[src/rtl/ram_arbiter.sv]
// ram_arbiter: shares the single-port RAM between the core-side interface and
// the JTAG loader. The core wins by default. JTAG writes queue in a small FIFO
// and drain into idle cycles. Starvation, a full FIFO or a halted core force a
// drain.
module ram_arbiter #(
    parameter int AW         = 32,
    parameter int DW         = 32,
    parameter int FIFO_DEPTH = 4,
    parameter int STARVE_MAX = 8
) (
    input  logic          clk,
    input  logic          rstn,
    input  logic [3:0]    core_wen,
    input  logic          core_ren,
    input  logic [AW-1:0] core_addr,
    input  logic [DW-1:0] core_wdata,
    output logic [DW-1:0] core_rdata,
    output logic          core_busy,
    input  logic          jtag_we,
    input  logic [AW-1:0] jtag_addr,
    input  logic [DW-1:0] jtag_wdata,
    input  logic          halt_i,
    output logic          jtag_full,
    output logic          jtag_ovf,
    output logic [3:0]    ram_wen,
    output logic          ram_ren,
    output logic [AW-1:0] ram_addr,
    output logic [DW-1:0] ram_wdata,
    input  logic [DW-1:0] ram_rdata
);

    localparam int PW = $clog2(FIFO_DEPTH);
    localparam int SW = $clog2(STARVE_MAX + 1);
    localparam logic [PW:0]   DEPTH_C  = (PW+1)'(FIFO_DEPTH);
    localparam logic [SW-1:0] STARVE_C = SW'(STARVE_MAX);

    // FIFO storage (data only, never reset) and control state
    logic [AW-1:0] fifo_addr [FIFO_DEPTH];
    logic [DW-1:0] fifo_data [FIFO_DEPTH];
    logic [PW-1:0] rd_ptr;
    logic [PW-1:0] wr_ptr;
    logic [PW:0]   count;
    logic [SW-1:0] starve_cnt;
    logic          ovf;

    logic core_req;
    logic jtag_pend;
    logic fifo_full;
    logic grant_jtag;
    logic grant_core;
    logic pop;
    logic push_ok;

    // Grant decision; everything is gated by rstn so outputs read 0 in reset
    always_comb begin
        core_req   = core_ren | (|core_wen);
        jtag_pend  = (count != '0);
        fifo_full  = (count == DEPTH_C);
        grant_jtag = rstn & jtag_pend &
                     (halt_i | ~core_req | (starve_cnt == STARVE_C) | fifo_full);
        grant_core = rstn & core_req & ~grant_jtag;
        pop        = grant_jtag;
        // A full FIFO always pops in the same cycle, so a push then still fits
        push_ok    = rstn & jtag_we & (~fifo_full | pop);
    end

    // FIFO payload write at the tail
    always_ff @(posedge clk) begin
        if (push_ok) begin
            fifo_addr[wr_ptr] <= jtag_addr;
            fifo_data[wr_ptr] <= jtag_wdata;
        end
    end

    // Pointers, occupancy, starvation counter and sticky overflow flag
    always_ff @(posedge clk or negedge rstn) begin
        if (!rstn) begin
            rd_ptr     <= '0;
            wr_ptr     <= '0;
            count      <= '0;
            starve_cnt <= '0;
            ovf        <= 1'b0;
        end else begin
            if (pop) begin
                rd_ptr <= rd_ptr + PW'(1);
            end
            if (push_ok) begin
                wr_ptr <= wr_ptr + PW'(1);
            end
            if (push_ok && !pop) begin
                count <= count + (PW+1)'(1);
            end else if (pop && !push_ok) begin
                count <= count - (PW+1)'(1);
            end
            if (grant_jtag || !jtag_pend) begin
                starve_cnt <= '0;
            end else if (grant_core && (starve_cnt != STARVE_C)) begin
                starve_cnt <= starve_cnt + SW'(1);
            end
            if (jtag_we && !push_ok) begin
                ovf <= 1'b1;
            end
        end
    end

    // RAM port mux and core-side status
    always_comb begin
        ram_wen   = 4'h0;
        ram_ren   = 1'b0;
        ram_addr  = '0;
        ram_wdata = '0;
        if (grant_jtag) begin
            ram_wen   = 4'hF;
            ram_addr  = fifo_addr[rd_ptr];
            ram_wdata = fifo_data[rd_ptr];
        end else if (grant_core) begin
            ram_wen   = core_wen;
            ram_ren   = core_ren;
            ram_addr  = core_addr;
            ram_wdata = core_wdata;
        end
        core_busy  = rstn & core_req & ~grant_core;
        core_rdata = rstn ? ram_rdata : '0;
        jtag_full  = rstn & fifo_full;
        jtag_ovf   = ovf;
    end

endmodule

[config.mk]
export PLATFORM = sky130hd
export DESIGN_NAME = ram_arbiter
export DESIGN_NICKNAME = d
export VERILOG_FILES = /design/src/rtl/ram_arbiter.sv
export SDC_FILE = /design/constraint.sdc
export NUM_CORES = 1
export LEC_CHECK = 0
export ABC_AREA = 1
export BUFFER_PORTS_ARGS = -buffer_cell sky130_fd_sc_hd__buf_2
export CAP_MARGIN = 10
export CORE_UTILIZATION = 40
export DETAILED_ROUTE_END_ITERATION = 6
export GPL_ROUTABILITY_DRIVEN = 0
export GPL_TIMING_DRIVEN = 0
export MAX_ROUTING_LAYER = met4
export PLACE_DENSITY = 0.73
export SYNTH_ARGS = -nofsm -noshare
export SYNTH_HDL_FRONTEND = slang
export SYNTH_SLANG_ARGS = --single-unit
[constraint.sdc]
create_clock -name clk -period 6.6 [get_ports clk]
set_input_delay 0.33 -clock clk [delete_from_list [all_inputs] [get_ports clk]]
set_output_delay 0.33 -clock clk [all_outputs]
set_load 0.01 [all_outputs]
### Word level (Yosys, flattened, before mapping)

Memory sizes are Yosys's and may differ from the RTL's.
Index checks and enable logic that the tools add are counted.

* bits in latches: 0
* memory bits (writable): 256
* ROM bits: 0
* bits of input ports: 169
* bits in registers: 12
* output and inout bits: 104
* memories kept: 2

* magnitude comparators: 0
* add/subtract/negate cells: 5
* $mul: 0
* shift operators: 0
* div/mod/pow operators: 0
* mux-type cells: 15
* equality and inequality tests: 3
* bitwise operators: 17
* reduce and logical (&&, ||, !) cells: 12

Memories
* fifo_addr: words 4, bits a word 32, rd ports 1, clocked after Yosys merged registers in 0, wr ports 1, RTL line 38 `logic [AW-1:0] fifo_addr [FIFO_DEPTH];`
* fifo_data: words 4, bits a word 32, rd ports 1, clocked after Yosys merged registers in 0, wr ports 1, RTL line 39 `logic [DW-1:0] fifo_data [FIFO_DEPTH];`

Operators by type and width (number)
* $mux 32: 5
* $mux 4: 4
* $and 1x1->1: 8
* $mux 3: 2
* $or 1x1->1: 5
* $add 2x1->2 const B: 2
* $add 4x1->4 const B: 1
* $eq 4x4->1 const B: 1
* $logic_and 1x1->1: 4
* $mux 1: 4
* $ne 4x4->1 const B: 1
* $not 1->1: 4
* $reduce_bool 2->1: 2
* $reduce_or 4->1: 1
* $add 3x1->3 const B: 1
* $eq 3x3->1 const B: 1
* $logic_not 1->1: 3
* $reduce_bool 3->1: 1
* $sub 3x1->3 const B: 1
* $logic_or 1x1->1: 1

### Logic depth before layout (Yosys ltp)

Gate-level depths: netlist (run 1).

* depth after elaboration: 13
* gate-level depth with buffers: 12
* mapped depth without buffers: 11

### Least setup slack after synthesis (run 1)

OpenSTA, ideal clock, no wires.

* path type: flip-flop to flip-flop
* start: register wr_ptr[0]
* end: memory fifo_addr[2][0] (enable)
* arrival time: 3327 ps
* stages on the path, launching flop included: 5
* period minus slack after synthesis: 3813 ps
* setup slack: 2787 ps
* data required time: 6114 ps
* cell sequence: dfrtp_1 inv_1 ha_1 inv_1 nor2_1

RTL lines
* from (decl): RTL line 41 `logic [PW-1:0] wr_ptr;`
* from (signal assigned): RTL line 88 `wr_ptr <= wr_ptr + PW'(1);`
* to (decl): RTL line 38

Straight into the memory's write port.

### Final worst setup path (run 1)

* start: input rstn
* end: output ram_addr[29]

* word-level cells in the longest chain between the ends: 6
* elaborated cells on any way between the ends: 7
* classes of those cells: 2 x mux; 5 x bitwise

Ends and longest elaborated chain
* from (decl): RTL line 12 `input logic rstn,`
* $and 1x1->1 (2 in series): RTL line 59 `grant_jtag = rstn & jtag_pend &`
* $not 1->1: RTL line 61 `grant_core = rstn & core_req & ~grant_jtag;`
* $and 1x1->1: RTL line 61
* $mux 32: RTL line 116 `end else if (grant_core) begin`
* $mux 32 *: RTL line 112 `if (grant_jtag) begin`
* to (decl): RTL line 27 `output logic [AW-1:0] ram_addr,`

Mark *: on every way between the ends. The rest lies on a longest branch, timed or not.

==> impl_metrics.json, run 1 <==
{
  "cp.arrival_ns": 2.61,
  "top_layer": "met4",
  "clk_pin_slew_ns": 0.06,
  "setup.worst_path.start_class": "input port",
  "dr.pass1.iters": 5,
  "io_pins": 273,
  "synth_area_leader_cell": "edfxtp_1",
  "nFillCells": 2419,
  "clockPowerShare_pct": 28.2,
  "timing.rr.end": "count[2]",
  "area_delta_synth_final_pct": 29.2,
  "design_area_um2": 15000,
  "power_density_nw_per_um2": 376,
  "synth_cell_type_count": 26,
  "drc_errors": 0,
  "rsz0062_at_grt": "false",
  "worst_slew_pin_slew_ns": 0.889,
  "irDropWorstVdd_mv": 0.200,
  "r2r_cells": 12,
  "post_cts_resized": 0,
  "path_class": "input port to primary output",
  "finalSetupViolCount": 0,
  "ctsRootBufferMaster": "clkbuf_16",
  "initial_core_util_pct": 41.1,
  "r2r_slack_ns": 4.05,
  "max_freq_mhz": 340,
  "tns_ns": 0,
  "max_slew_margin_pct": 40.6,
  "clock_path_buffers": 3,
  "crit_end": "ram_addr[29]",
  "outcome": "finished clean",
  "die-width_um": 172,
  "synth_top_area_share_pct": 66.4,
  "ys_ff_latch": 268,
  "hold_viol_final": 0,
  "io_buffer_count": 272,
  "wire_per_inst_um": 18.7,
  "layout_setup_ws_ns": 3.66,
  "yosysSeqAreaShare_pct": 69.0,
  "core_um2": 28200,
  "seqCellArea_um2": 7990,
  "crit_fanout": 17,
  "p_sw_share_pct": 35.0,
  "wl_met3_um": 2450,
  "cp-startpoint": "rstn",
  "hold_path.class": "input port to flop",
  "totalWireLength_um": 33000,
  "via_per_inst": 5.25,
  "p_int_w": 0.00365,
  "synth_area_um2": 11600,
  "grt_pass1_wl_um": 48400,
  "r2r_start": "starve_cnt[0]",
  "first_iter_violations": 822,
  "antenna_found_initial": 3,
  "fp.dieH_um": 172,
  "synth_area_leaders": "edfxtp_1, nand3_1, nor2_1",
  "drive_gt1_share_pct": 27.3,
  "htreeDepth": 1,
  "hpwl_um": 22300,
  "finalCriticalPeriod_ns": 2.94,
  "combinationalPowerShare_pct": 33.9,
  "postCtsHoldBufs": 40,
  "postSynthNetCount": 1192,
  "min_path_cells": 1,
  "multiInputGateArea_um2": 3000,
  "power.switching_w": 0.00197,
  "post_cts_buffers": 0,
  "vias": 9279,
  "rows": 61,
  "wl_met2_um": 16000,
  "final_common_cell": "buf_2",
  "clock_latency_ns": 0.54,
  "finalPower_w": 0.00562,
  "layout_common_cells": "buf_2, edfxtp_1, nor2_1, nand3_1, nand2_1",
  "max_cap_violations": 0,
  "clock_skew_ns": 0.0151,
  "cts_tree": "built",
  "grt_max_degree": 29,
  "grt_overflow_total": 0,
  "finalCritPeriodShare_pct": 44.6,
  "postSynthAreaPerCell_um2": 11.4,
  "p_leak_nw": 6.18,
  "yosysWarnings": 0,
  "numCtsBuffers": 28,
  "synth_cells": 1015,
  "grt_pass1_vias": 8757,
  "track_usage_pct": 22.5,
  "dpl_cell_area_um2": 13600,
  "fin_nets": 1542,
  "drv_slew": 0,
  "power_frac_seq_pct": 37.9,
  "clock-sinks": 268,
  "critical_path_required_ns": 6.27,
  "endpoint_kind": "primary output",
  "pre_cts_slack_ns": 4.05,
  "ant_nets": 0,
  "wl_met1_um": 13500,
  "dieArea_um2": 29600
}
logic make-up after synthesis:
group	count (synthesis)	share of synthesized area, %
xor+xnor	5	0.378
fa+ha+maj	8	0.929
simple gates	401	14.8
buf+inv	132	5.38
flops	268	69.0
compound gates	201	9.54
how the worst min path moves through the flow:
stage	from	endpoint	slack, ns
6_report	jtag_addr[30]	fifo_addr[1][30]	0.02
5_1_grt	jtag_addr[21]	fifo_addr[2][21]	0.002
4_1_cts	jtag_addr[21]	fifo_addr[0][21]	0.0006
3_5_place_dp	rstn	starve_cnt[3]	0.26
3_3_place_gp	rstn	starve_cnt[3]	0.26
2_1_floorplan	rstn	count[0]	0.03
final cells by class:
| class | instances | area share [%] |
|---|---|---|
| diodes | 3 | 0.0502 |
| plain buffers | 74 | 2.71 |
| repair buffers | 320 | 12.9 |
| well taps | 378 | 3.16 |
| flip-flops and latches | 268 | 53.4 |
| clock buffers | 35 | 4.86 |
| multi-input cells | 615 | 20.0 |
| inverters | 58 | 1.46 |
| clock inverters | 17 | 1.38 |
critical path, stage by stage:
cell	delay, ns
dlygate4sd3_1	0.56
buf_2	0.36
inv_2	0.14
a31oi_4	0.25
buf_4	0.26
buf_2	0.29
nand3_1	0.18
nand2_1	0.10
buf_2	0.13
stage by stage:
stage,utilization [%],hold slack (ns),instances
after detailed placement,48.4,0.265,1673
final,53.1,0.0182,1768
after CTS,53.1,0.000619,1765
after global routing,53.1,0.00182,1767
after floorplan,-,0.0344,1015
after global placement,47.6,0.262,1665
state kept, by name (all words and copies together), names as in the netlist:
name / flops
fifo_addr: 128
fifo_data: 128
starve_cnt: 4
count: 3
rd_ptr: 2
wr_ptr: 2
jtag_ovf: 1
synth_stat cells, drive strengths merged:
cell type,count
buf,44
nand2,117
clkbuf,30
a21oi,2
dfrtp,12
nand3b,1
a21o,1
edfxtp,256
nor2,144
nand4,3
o22ai,64
a31oi,1
fa,1
xor2,2
inv,58
nand3,135
xnor2,3
o21ai,133
and2,1
ha,7
power groups by stage:
stage / Clock (W) / Combinational, W / Sequential (W)
finish: 0.00159 / 0.00191 / 0.00213
global placement: 0 / 0.00179 / 0.00219
floorplan: 0 / 0.00117 / 0.00216
CTS: 0.00161 / 0.00191 / 0.00213
global route: 0.00168 / 0.00211 / 0.00214
detailed placement: 0 / 0.00188 / 0.00216
routing by layer:
layer / GRT usage, % / vias up
met1: 28.2 / 4419
met2: 37.6 / 458
li1: - / 4333
met4: 8.35 / 0
met3: 2.82 / 69
met5: - / -
Note: power is estimated with default switching activity, not from simulation.
==> run 2: changes to the inputs <==
==> constraint.sdc (replaced) <==
create_clock -name clk -period 2.97 [get_ports clk]
set_input_delay 0.1485 -clock clk [delete_from_list [all_inputs] [get_ports clk]]
set_output_delay 0.1485 -clock clk [all_outputs]
set_load 0.01 [all_outputs]
==> run 2 against run 1 <==
  * Total power grew 120%
  * Design area grew 1.8%
  * Combinational power grew 120%
  * Global-route usage grew 0.17 points
  * Via count grew 1.2%
  * Critical path type is now flop to primary output
  * Largest cell class unchanged
  * Highest routed layer unchanged
==> impl_metrics.json, run 2 (same netlist as run 1, synthesis figures left out) <==
{
  "outcome": "finished clean",
  "dr.pass1.iters": 5,
  "finalCriticalPeriod_ns": 2.64,
  "irDropWorstVdd_mv": 0.491,
  "dpl_cell_area_um2": 13600,
  "top_regs": "fifo_addr x128, fifo_data x128, starve_cnt x4",
  "fp.dieH_um": 172,
  "clk_pin_slew_ns": 0.06,
  "core_um2": 28200,
  "clock_path_buffers": 3,
  "clock-sinks": 268,
  "post_cts_buffers": 0,
  "multiInputGateArea_um2": 3000,
  "max_cap_violations": 0,
  "grt_pass1_wl_um": 48800,
  "path_cells": "buf_6 > clkbuf_1 > nor2_1 > o22ai_1 > nand3_1 > nand2_1 > buf_2",
  "final_common_cell": "buf_2",
  "hold_viol_final": 0,
  "place_inst": 1673,
  "cts_tree": "built",
  "grt_max_degree": 29,
  "grt_overflow_total": 0,
  "first_iter_violations": 870,
  "tns_ns": 0,
  "numCtsBuffers": 28,
  "max_freq_mhz": 378,
  "finalPower_w": 0.0125,
  "rsz0062_at_grt": "false",
  "wire_per_inst_um": 18.6,
  "fin_nets": 1568,
  "max_slew_margin_pct": 40.8,
  "io_pins": 273,
  "vias": 9394,
  "finalCritPeriodShare_pct": 89.0,
  "endpoint_kind": "primary output",
  "finalSetupViolCount": 0,
  "whs_ns": 0.101,
  "drv_slew": 0,
  "path_class": "flop to primary output",
  "area_delta_synth_final_pct": 31.5,
  "p_leak_nw": 6.29,
  "hold_path.class": "input port to async pin",
  "antenna_found_initial": 2,
  "layout.cells.non_filler": 1795,
  "totalWireLength_um": 33300,
  "ctsRootBufferMaster": "clkbuf_16",
  "r2r_slack_ns": 0.42,
  "setup.worst_path.start_class": "flop",
  "hpwl_um": 22300,
  "cpPeakStageDelay_ns": 0.59,
  "track_usage_pct": 22.7,
  "grt_pass1_vias": 8876,
  "io_buffer_count": 272,
  "drive_gt1_share_pct": 26.8,
  "die-width_um": 172,
  "worst_slew_pin_slew_ns": 0.887,
  "clock_skew_ns": 0.0145,
  "clock_latency_ns": 0.54,
  "cp.arrival_ns": 2.50,
  "crit_fanout": 10,
  "nFillCells": 2378,
  "layout_common_cells": "buf_2, edfxtp_1, nor2_1, nand3_1, nand2_1",
  "htreeDepth": 1,
  "ant_nets": 0,
  "cp_slowest_cell": "dfrtp_1",
  "rows": 61,
  "dieArea_um2": 29600,
  "drc_errors": 0,
  "seqCellArea_um2": 7990,
  "via_per_inst": 5.23,
  "design_area_um2": 15200,
  "power_density_nw_per_um2": 823,
  "initial_core_util_pct": 41.1,
  "critical_path_required_ns": 2.82
}
[run 2: cell count changes in the layout (fill, tap and decap cells not counted)]
cell / before / now
diode_2: 3 / 4
dlygate4sd3_1: 40 / 66
[run 2: final timing paths]
path | start | to | cells past startpoint
min | rstn | starve_cnt[3] | 2
min reg2reg | jtag_ovf | jtag_ovf | 1
max | rd_ptr[0] | ram_wdata[22] | 7
max in group asynchronous | rstn | count[0] | 2
min in group clk | core_wen[0] | starve_cnt[0] | 7
max reg2reg | starve_cnt[0] | count[2] | 12
[run 2: what timing repair did]
action                                 CTS  global route
endpoints found under the hold margin  269             0
hold buffers                            66             0
setup endpoints to repair                0             0
gates resized for setup                  0             0
[run 2: layer usage]
metal | vias up | global-route usage [%] | share of wire, %
li1 | 4387 | - | -
met1 | 4469 | 28.3 | 41
met2 | 470 | 38.1 | 49
met3 | 68 | 2.84 | 7.2
met4 | 0 | 8.20 | 3.0
met5 | - | - | 0
[run 2: final cells by class]
cell class / count / share of cell area [%]
flip-flops and latches: 268 / 52.5
multi-input cells: 615 / 19.7
repair buffers: 346 / 14.4
clock buffers: 35 / 4.78
well taps: 378 / 3.11
plain buffers: 74 / 2.66
inverters: 58 / 1.43
clock inverters: 17 / 1.36
diodes: 4 / 0.0658
[run 2: stage by stage]
step | utilization (%) | worst slack [ns]
after floorplan | - | -0.843
after global placement | 47.6 | -3.18
after detailed placement | 48.4 | 0.418
after CTS | 54.0 | 0.295
after global routing | 54.0 | 0.178
final | 54.0 | 0.326
[run 2: power breakdown]
part	internal (W)	total, W	switching [W]	leakage (nW)
Clock	0.00209	0.00353	0.00144	0.445
Combinational	0.00147	0.00427	0.00280	3.38
Sequential	0.00458	0.00473	0.000152	2.47
[run 2: critical path, delay by kind of cell (launching register included)]
kind                   cells  cell delay (ns)
DFF                        1             0.59
AOI/OAI and AO/OA          1             0.23
and+or+nand+nor            3             0.30
buffers and inverters      3             0.84
==> run 3: changes to the inputs <==
--- a/config.mk
+++ b/config.mk
@@ -8,12 +8,12 @@
 export ABC_AREA = 1
 export BUFFER_PORTS_ARGS = -buffer_cell sky130_fd_sc_hd__buf_2
 export CAP_MARGIN = 10
-export CORE_UTILIZATION = 40
+export CORE_UTILIZATION = 53
 export DETAILED_ROUTE_END_ITERATION = 6
 export GPL_ROUTABILITY_DRIVEN = 0
 export GPL_TIMING_DRIVEN = 0
 export MAX_ROUTING_LAYER = met4
-export PLACE_DENSITY = 0.73
+export PLACE_DENSITY = 0.9
 export SYNTH_ARGS = -nofsm -noshare
 export SYNTH_HDL_FRONTEND = slang
 export SYNTH_SLANG_ARGS = --single-unit
==> run 3 against run 2 <==
  * Cell count shrank 6.1%
  * Clock skew grew 0.0011 ns
  * Design area shrank 1.6%
  * First-iteration DRC count grew 5.3%
  * Largest power group unchanged
  * Total power shrank 2.1%
  * Via count grew 2.8%
  * Non-clock buffer count is the same
==> impl_metrics.json, run 3 (same netlist as run 1, synthesis figures left out) <==
{
  "layout.cells.non_filler": 1686,
  "post-route-util_pct": 70.6,
  "combinationalPowerShare_pct": 34.9,
  "outcome": "finished clean",
  "first_iter_violations": 916,
  "track_usage_pct": 30.3,
  "r2r_cells": 12,
  "clock_path_buffers": 3,
  "path_class": "flop to primary output",
  "r2r_slack_ns": 0.45,
  "nFillCells": 1443,
  "r2r_start": "starve_cnt[0]",
  "grt_max_degree": 31,
  "ant_nets": 0,
  "clock-sinks": 268,
  "dpl_cell_area_um2": 13500,
  "rsz0062_at_grt": "false",
  "drive_gt1_share_pct": 26.4,
  "hold_path.class": "input port to async pin",
  "clockPowerShare_pct": 26.4,
  "hold_viol_final": 0,
  "worst_slew_pin_slew_ns": 0.841,
  "drc_errors": 0,
  "clk_pin_slew_ns": 0.06,
  "power_frac_seq_pct": 38.6,
  "finalCriticalPeriod_ns": 2.63,
  "final_common_cell": "buf_2",
  "cp.arrival_ns": 2.48,
  "htreeDepth": 1,
  "cp_slowest_cell": "dfrtp_1",
  "cts_tree": "built",
  "layout_common_cells": "buf_2, edfxtp_1, nor2_1, nand3_1, nand2_1",
  "p_int_w": 0.00792,
  "via_per_inst": 5.73,
  "dieArea_um2": 22400,
  "top_regs": "fifo_addr x128, fifo_data x128, starve_cnt x4",
  "post_cts_buffers": 0,
  "seqCellArea_um2": 7990,
  "design_area_um2": 15000,
  "finalSetupViolCount": 0,
  "clock_latency_ns": 0.53,
  "vias": 9657,
  "setup.worst_path.start_class": "flop",
  "irDropWorstVdd_mv": 0.643,
  "multiInputGateArea_um2": 3000,
  "area_delta_synth_final_pct": 29.3,
  "crit_fanout": 10,
  "num_antenna_cells": 0,
  "grt_overflow_total": 0,
  "place_inst": 1570,
  "cp-startpoint": "rd_ptr[0]",
  "drv_slew": 0,
  "endpoint_kind": "primary output",
  "io_buffer_count": 272,
  "finalCritPeriodShare_pct": 88.4,
  "cpPeakStageDelay_ns": 0.59,
  "p_sw_share_pct": 35.5,
  "max_slew_margin_pct": 43.8,
  "rows": 53,
  "p_leak_nw": 6.25,
  "critical_path_required_ns": 2.82,
  "fin_nets": 1567,
  "path_cells": "buf_6 > clkbuf_1 > o21ai_0 > o22ai_1 > nand3_1 > nand2_1 > buf_2",
  "power_density_nw_per_um2": 819,
  "finalPower_w": 0.0123,
  "max_cap_violations": 0,
  "io_pins": 273,
  "initial_core_util_pct": 54.6,
  "fp.dieH_um": 150,
  "totalWireLength_um": 33500,
  "hpwl_um": 21100,
  "numCtsBuffers": 27,
  "ctsRootBufferMaster": "clkbuf_16",
  "core_um2": 21200,
  "grt_pass1_wl_um": 49800,
  "power.switching_w": 0.00435,
  "post_cts_resized": 0,
  "antenna_found_initial": 0,
  "timing.rr.end": "count[2]",
  "die-width_um": 150,
  "wire_per_inst_um": 19.8,
  "clock_skew_ns": 0.0156,
  "dr.pass1.iters": 6,
  "grt_pass1_vias": 9414,
  "max_freq_mhz": 381
}
run 3: cell count changes in the layout (fill, tap and decap cells not counted), moves of 2 or more:
| cell | before | now |
|---|---|---|
| diode_2 | 4 | 0 |
| buf_12 | 6 | 8 |
| buf_16 | 2 | 0 |
| bufinv_16 | 4 | 2 |
| clkbuf_1 | 37 | 39 |
| clkinv_1 | 5 | 7 |
| clkinvlp_4 | 2 | 0 |
run 3: stage by stage:
step / setup TNS [ns] / setup WS (ns) / hold slack, ns
2_1_floorplan: -205.45 / -0.843 / -0.147
3_3_place_gp: -752.07 / -3.11 / 0.0875
3_5_place_dp: 0 / 0.430 / 0.0912
4_1_cts: 0 / 0.334 / 0.0755
5_1_grt: 0 / 0.189 / 0.109
6_report: 0 / 0.345 / 0.0828
run 3: worst max-delay path by stage:
stage,end,cells past startpoint
2_1_floorplan,fifo_addr[2][0],4
3_3_place_gp,fifo_data[3][24],3
3_5_place_dp,count[2],12
4_1_cts,ram_wdata[7],10
5_1_grt,ram_addr[31],10
6_report,ram_addr[25],7
run 3: power by group through the flow:
stage	sequential, W	combinational, W	clock, W
floorplan	0.00480	0.00259	0
global placement	0.00486	0.00389	0
detailed placement	0.00481	0.00411	0
CTS	0.00474	0.00422	0.00324
global route	0.00477	0.00469	0.00340
finish	0.00474	0.00429	0.00324
run 3: what timing repair did:
action | 4_1_cts | 5_1_grt
endpoints found under the setup margin | 0 | 0
hold buffers | 66 | 0
endpoints found under the hold margin | 269 | 0
run 3: critical path: cells and delay by family, from the launching register on:
| family | cells | cell delay (ns) |
|---|---|---|
| flip-flops | 1 | 0.59 |
| AO/OA/AOI/OAI | 2 | 0.39 |
| buffers and inverters | 3 | 0.73 |
| AND/OR/NAND/NOR | 2 | 0.24 |
run 3: area by class of cell:
| cell class | count | area share [%] |
|---|---|---|
| flip-flops and latches | 268 | 53.4 |
| well taps | 275 | 2.30 |
| clock buffers | 37 | 4.83 |
| inverters | 58 | 1.45 |
| clock inverters | 13 | 0.760 |
| plain buffers | 74 | 2.71 |
| multi-input cells | 615 | 20.0 |
| repair buffers | 346 | 14.6 |
run 3: metal layers:
layer  vias to the layer above  wire length, µm  GRT usage [%]
met2                       648            16700           50.3
met1                      4527            12400           37.8
met4                         0             1170           12.0
li1                       4383                -              -
met5                         -                0              -
met3                        99             3180           4.15
